### src/rtl/hw2_bist_pkg.sv
// Shared widths, FSM state type, LFSR taps and golden model for the hw2 datapath BIST.
// The optional HW2_BIST_FAIL_CAPTURE_EN build needs nothing from this package beyond these items.
package hw2_bist_pkg;

  localparam int A_W    = 8;
  localparam int D_W    = 16;
  localparam int CNT_W  = 16;
  localparam int LFSR_W = 32;

  // x^32 + x^22 + x^2 + x + 1 in right-shifting Galois form
  localparam logic [LFSR_W-1:0] LFSR_TAPS = 32'h8020_0003;

  typedef enum logic [1:0] {
    ST_IDLE  = 2'd0,
    ST_RUN   = 2'd1,
    ST_DRAIN = 2'd2,
    ST_DONE  = 2'd3
  } state_t;

  // 9-bit add/sub (borrow wraps) times c, truncated to the 16-bit datapath result
  function automatic logic [D_W-1:0] hw2_golden(
    input logic [A_W-1:0] a,
    input logic [A_W-1:0] b,
    input logic [A_W-1:0] c,
    input logic           s
  );
    logic [A_W:0] sum9;
    sum9 = s ? ({1'b0, a} + {1'b0, b}) : ({1'b0, a} - {1'b0, b});
    return {{(D_W-A_W-1){1'b0}}, sum9} * {{(D_W-A_W){1'b0}}, c};
  endfunction

endpackage

### src/rtl/hw2_bist_lfsr.sv
// 32-bit Galois LFSR for the hw2 BIST; presents the fields of the state it will hold after this edge.
module hw2_bist_lfsr
  import hw2_bist_pkg::*;
(
  input  logic              CLK,
  input  logic              reset,
  input  logic [LFSR_W-1:0] seed,
  input  logic              load,
  input  logic              step,
  output logic [A_W-1:0]    a_nxt,
  output logic [A_W-1:0]    b_nxt,
  output logic [A_W-1:0]    c_nxt,
  output logic              s_nxt
);

  logic [LFSR_W-1:0] q;
  logic [LFSR_W-1:0] q_nxt;

  always_comb begin
    q_nxt = load ? seed : ((q >> 1) ^ (q[0] ? LFSR_TAPS : '0));
  end

  always_ff @(posedge CLK) begin
    if (reset) begin
      q <= seed;
    end else if (load || step) begin
      q <= q_nxt;
    end
  end

  assign a_nxt = q_nxt[7:0];
  assign b_nxt = q_nxt[15:8];
  assign s_nxt = q_nxt[16];
  assign c_nxt = q_nxt[31:24];

endmodule

### src/rtl/hw2_bist_ctrl.sv
// Stimulus generator and response checker for the hw2 datapath d = ((s ? a+b : a-b) * c)[15:0].
// Define HW2_BIST_FAIL_CAPTURE_EN to add first-failure capture outputs fail_idx/fail_exp/fail_act.
module hw2_bist_ctrl
  import hw2_bist_pkg::*;
#(
  parameter int          NUM_VEC = 301,
  parameter int          DUT_LAT = 0,
  parameter logic [31:0] SEED    = 32'h1D87_2B41
) (
  input  logic             CLK,
  input  logic             reset,
  input  logic             start,
  output logic [A_W-1:0]   a,
  output logic [A_W-1:0]   b,
  output logic [A_W-1:0]   c,
  output logic             s,
  output logic             vec_vld,
  input  logic [D_W-1:0]   d,
  output logic             busy,
  output logic             done,
  output logic             pass,
  output logic [CNT_W-1:0] err_cnt,
`ifdef HW2_BIST_FAIL_CAPTURE_EN
  output logic [CNT_W-1:0] fail_idx,
  output logic [D_W-1:0]   fail_exp,
  output logic [D_W-1:0]   fail_act,
`endif
  output state_t           dbg_state
);

  state_t           state, state_nxt;
  logic             start_acc, last_vec, load_vec, drain_end;
  logic [CNT_W-1:0] vec_idx, vec_idx_nxt, drain_cnt;
  logic [A_W-1:0]   a_gen, b_gen, c_raw, c_gen;
  logic             s_gen;
  logic [D_W-1:0]   exp_cur, exp_chk;
  logic             vld_chk, mismatch;

  assign start_acc   = start && (state == ST_IDLE || state == ST_DONE);
  assign last_vec    = (vec_idx == CNT_W'(NUM_VEC - 1));
  assign drain_end   = (drain_cnt == CNT_W'(DUT_LAT));
  assign load_vec    = start_acc || (state == ST_RUN && !last_vec);
  assign vec_idx_nxt = start_acc ? '0 : vec_idx + 1'b1;

  always_ff @(posedge CLK) begin
    if (reset) state <= ST_IDLE;
    else       state <= state_nxt;
  end

  always_comb begin
    state_nxt = state;
    case (state)
      ST_IDLE, ST_DONE: if (start)     state_nxt = ST_RUN;
      ST_RUN:           if (last_vec)  state_nxt = ST_DRAIN;
      ST_DRAIN:         if (drain_end) state_nxt = ST_DONE;
      default:                         state_nxt = ST_IDLE;
    endcase
  end

  hw2_bist_lfsr u_lfsr (
    .CLK   (CLK),
    .reset (reset),
    .seed  (SEED),
    .load  (start_acc),
    .step  (state == ST_RUN && !last_vec),
    .a_nxt (a_gen),
    .b_nxt (b_gen),
    .c_nxt (c_raw),
    .s_nxt (s_gen)
  );

  // First half of the run exercises c=0; the second half never multiplies by zero.
  always_comb begin
    c_gen = c_raw;
    if (vec_idx_nxt < CNT_W'(NUM_VEC / 2)) c_gen = '0;
    else if (c_raw == '0)                  c_gen = A_W'(1);
  end

  // vec_vld: a/b/c/s hold one live vector for exactly the cycle it is high; no back-pressure.
  always_ff @(posedge CLK) begin
    if (reset) begin
      a         <= '0;
      b         <= '0;
      c         <= '0;
      s         <= 1'b0;
      vec_vld   <= 1'b0;
      vec_idx   <= '0;
      drain_cnt <= '0;
    end else begin
      if (load_vec) begin
        a       <= a_gen;
        b       <= b_gen;
        c       <= c_gen;
        s       <= s_gen;
        vec_idx <= vec_idx_nxt;
      end
      vec_vld   <= load_vec;
      drain_cnt <= (state == ST_DRAIN) ? drain_cnt + 1'b1 : '0;
    end
  end

  assign exp_cur = hw2_golden(a, b, c, s);

  if (DUT_LAT == 0) begin : g_nodly
    assign exp_chk = exp_cur;
    assign vld_chk = vec_vld;
  end else begin : g_dly
    logic [D_W-1:0] exp_dly [DUT_LAT];
    logic           vld_dly [DUT_LAT];
    always_ff @(posedge CLK) begin
      if (reset) begin
        for (int i = 0; i < DUT_LAT; i++) begin
          exp_dly[i] <= '0;
          vld_dly[i] <= 1'b0;
        end
      end else begin
        exp_dly[0] <= exp_cur;
        vld_dly[0] <= vec_vld;
        for (int i = 1; i < DUT_LAT; i++) begin
          exp_dly[i] <= exp_dly[i-1];
          vld_dly[i] <= vld_dly[i-1];
        end
      end
    end
    assign exp_chk = exp_dly[DUT_LAT-1];
    assign vld_chk = vld_dly[DUT_LAT-1];
  end

  // Case inequality so an unknown d is scored as a failure rather than ignored.
  assign mismatch = vld_chk && (d !== exp_chk);

  always_ff @(posedge CLK) begin
    if (reset || start_acc) begin
      err_cnt <= '0;
    end else if (mismatch && err_cnt != '1) begin
      err_cnt <= err_cnt + 1'b1;
    end
  end

`ifdef HW2_BIST_FAIL_CAPTURE_EN
  logic [CNT_W-1:0] chk_idx;

  always_ff @(posedge CLK) begin
    if (reset || start_acc) begin
      chk_idx  <= '0;
      fail_idx <= '1;
      fail_exp <= '0;
      fail_act <= '0;
    end else if (vld_chk) begin
      chk_idx <= chk_idx + 1'b1;
      if (mismatch && err_cnt == '0) begin
        fail_idx <= chk_idx;
        fail_exp <= exp_chk;
        fail_act <= d;
      end
    end
  end
`endif

  assign busy      = (state == ST_RUN) || (state == ST_DRAIN);
  assign done      = (state == ST_DONE);
  assign pass      = done && (err_cnt == '0);
  assign dbg_state = state;

endmodule
### config.mk
export PLATFORM = sky130hd
export DESIGN_NAME = hw2_bist_ctrl
export DESIGN_NICKNAME = d
export VERILOG_FILES = /design/src/rtl/hw2_bist_pkg.sv /design/src/rtl/hw2_bist_lfsr.sv /design/src/rtl/hw2_bist_ctrl.sv
export SDC_FILE = /design/constraint.sdc
export NUM_CORES = 1
export LEC_CHECK = 0
export BUFFER_PORTS_ARGS = -buffer_cell sky130_fd_sc_hd__buf_2
export CORE_ASPECT_RATIO = 0.6
export CORE_MARGIN = 3
export CORE_UTILIZATION = 51
export DETAILED_ROUTE_END_ITERATION = 10
export HOLD_SLACK_MARGIN = 0.06
export PLACE_DENSITY = 0.71
export SYNTH_ARGS = -nofsm -noshare
export SYNTH_HDL_FRONTEND = slang
export SYNTH_SLANG_ARGS = --single-unit
### constraint.sdc
create_clock -name CLK -period 8.7 [get_ports CLK]
set_input_delay 0.87 -clock CLK [delete_from_list [all_inputs] [get_ports CLK]]
set_output_delay 0.87 -clock CLK [all_outputs]
set_load 0.02 [all_outputs]
==> results.md <==
- Clk pin slew, worst setup/hold paths: ~0.070 ns
- Sequential fraction of the synthesis area: around a quarter
- Hold_buf cts: 0
- GP Congestion: 0.917
- Tcrit/Tclk final: 90.4%
- WL/cell: between 15 and 20 um
- Final WL: 17600 um
- Yosys warns: 0
- I/O Buffers: 65
- Hold Fails Final Rpt: 0
- Most common cell after layout, fill and taps aside: nand2_1
- Worst-path fanout max: 22
- Crit path top cell by count: fa_1
- Later-pin clock latency in the skew report: 0.34 ns
- Vias per cell: 5.48
- #FFs+latches synth: roughly 100
- Total CTS buffers: 9
- Final Slew Violations: 0
- Fmax: 127 MHz
- Status: completed
- Die Wd: 163 um
- Setup Viol. Count Final: 0
- Die Span Y: 100 um
- WS Path Type: register to register
- Worst slew pin tran: 0.936 ns
- Largest net degree at the start of global routing: 53
- Sink Count: 98
- Antenna Cells: 0
- Pwr/cell area: 214 mW/mm^2
- Fin util: between 50% and 60%
- First-pass GRT wire length: just under 30000 um
- Number of flops mapped to enable cells by yosys: 0
- Number of nets in the layout: 1061
- CTS root buffer: clkbuf_16
- HPWL after DPL: 13500 um
- Initial Util: 53.7%
- Clk_skew: 0.00772 ns
- Non-Filler Instances: between 1000 and 1500
- CTS tree: yes
- Placed cell count: 1126
- Initial DRC count: 494
- Synth Instances: between 900 and 1000
- PostCTS Resize Cnt: 0
- Critical Path Start Type: register
- I/O pin count: 66
- Asr flop ratio synth: 0%
- Row cnt: 33
- Worst Path Arrival: 8.13 ns
- Max Cap Viol: 0
- Req. time, crit path: roughly 9.0 ns
- P_leak: 3.48 nW
- Full die area: roughly 0.016 mm^2
- Max Buffers Root-to-Sink: 2
- Layout area overhead: 8.63%
- Netlist Area Pre-Place: 0.00754 mm^2
- # DRC: 0
- Syn_nets: just over 1000
- Antenna violations before repair: 0
- Most frequent cells in the layout: 134 x nand2_1, 98 x dfxtp_1, 81 x inv_1
- Global Route Usage Sum: 22.1%
- Number of global-route vias before repair: 5797
- Endpoint type of the worst setup path: register
- Final setup TNS: 0 ns
- HP Class: register to register
- Overall power: 1.76 mW
- Remaining Overflow, GRT: 0
- Drt pass-1 iters: 7
- Setup Buffers After CTS: 0
- Slew headroom: between 30% and 40%
- Tmin final: 7.87 ns
- Share of cells above drive strength 1: 10.9%
- Netlist cell types: 71
- Core area: 0.0140 mm^2
- Post-route ant nets: 0
- Slowest stage cell, crit path: nor2_2
- Peak supply drop: 0.000153 V
- Syn Area/Cell: 8.23 um^2
- Via count: 6262
- RSZ-0062 raised after global routing: no
- Largest stage delay on the critical path: 0.62 ns
- Htree depth: 3
- Main synth FF type: dfxtp_1
where the power goes:
part	switching, mW	internal, mW
registers	0.0763	0.510
logic	0.524	0.243
clock network	0.178	0.225
kinds of logic (layout without fill, tap and decap cells):
logic type	count (synthesis)	in the layout	share of synthesized area, %
AND/OR/NAND/NOR	365	365	24.4
AO/OA/AOI/OAI	151	151	13.1
buffers and inverters	132	166	7.35
flip-flops	98	98	26.0
adder cells (fa/ha/maj)	97	97	20.3
XOR/XNOR	69	69	8.30
multiplexers	4	4	0.564
synthesized netlist by cell type (3+ instances only):
| cell | count | area [um^2] |
|---|---|---|
| nor2b_1 | 16 | 100 |
| a21oi_1 | 60 | 300 |
| nand2b_1 | 8 | 50.1 |
| xnor2_1 | 26 | 228 |
| buf_4 | 11 | 82.6 |
| o21ai_1 | 11 | 55.1 |
| nand3_1 | 30 | 150 |
| dfxtp_1 | 98 | 1960 |
| or3_1 | 10 | 62.6 |
| nor3_1 | 9 | 45.0 |
| nand2_1 | 134 | 503 |
| nand4_1 | 20 | 125 |
| o31ai_1 | 3 | 22.5 |
| inv_1 | 81 | 304 |
| fa_1 | 42 | 841 |
| and2_1 | 31 | 194 |
| a31oi_1 | 13 | 81.3 |
| nor2_1 | 50 | 188 |
| or4_1 | 6 | 45.0 |
| o21ai_0 | 10 | 50.1 |
| a22o_1 | 8 | 70.1 |
| ha_1 | 55 | 688 |
| nand3b_1 | 4 | 30.0 |
| clkbuf_1 | 34 | 128 |
| o21a_1 | 3 | 22.5 |
| and4_1 | 5 | 43.8 |
| o211ai_1 | 3 | 22.5 |
| a211oi_1 | 9 | 67.6 |
| nor4b_1 | 5 | 43.8 |
| and3_1 | 15 | 93.8 |
| o2111ai_1 | 4 | 35.0 |
| xor2_1 | 41 | 359 |
| nor4_1 | 12 | 75.1 |
| a21o_1 | 4 | 30.0 |
registers in the layout, summed over array words and instances, names as in the netlist:
| name | count |
|---|---|
| b | 7 |
| s | 1 |
| drain_cnt | 16 |
| vec_idx | 16 |
| dbg_state | 2 |
| c | 8 |
| vec_vld | 1 |
| err_cnt | 16 |
| a | 7 |
| u_lfsr.q | 24 |
metrics by stage:
step,hold slack (ns),cell area [um^2],worst slack [ns]
floorplan,0.426,7540,1.87
global placement,0.444,7890,1.20
detailed placement,0.446,7890,0.929
CTS,0.459,8190,0.918
global route,0.485,8190,0.391
finish,0.458,8190,0.833
critical path, delay by kind of cell, from the launching register on:
family / cells / cell delay, ns
simple gates: 6 / 1.83
xor+xnor: 2 / 0.57
flops: 1 / 0.42
fa+ha+maj: 7 / 2.84
compound gates: 9 / 1.64
buf+inv: 3 / 0.19
mux: 1 / 0.28
final timing paths:
check	startpoint	to	slack (ns)	cells after the start
max	b[0]	err_cnt[10]	0.83	28
min	u_lfsr.q[11]	b[2]	0.46	2
max reg2reg	b[0]	err_cnt[10]	0.83	28
min reg2reg	u_lfsr.q[11]	b[2]	0.46	2
final cells by class:
| cell class | instances | area (um^2) |
|---|---|---|
| Timing Repair Buffer | 69 | 355 |
| Multi-Input combinational cell | 686 | 5030 |
| Inverter | 81 | 304 |
| Fill cell | 1312 | 5850 |
| Clock inverter | 7 | 76.3 |
| Tap cell | 192 | 240 |
| Sequential cell | 98 | 1960 |
| Clock buffer | 9 | 225 |
per-layer routing:
| layer | vias to the layer above | track usage (%) | wire, um |
|---|---|---|---|
| li1 | 3151 | - | - |
| met1 | 2889 | 37.0 | 9680 |
| met2 | 213 | 28.2 | 6300 |
| met3 | 9 | 5.57 | 1500 |
| met4 | 0 | 3.44 | 76 |
| met5 | - | 0 | 0 |
No activity file was read; power rests on OpenSTA's default activity.
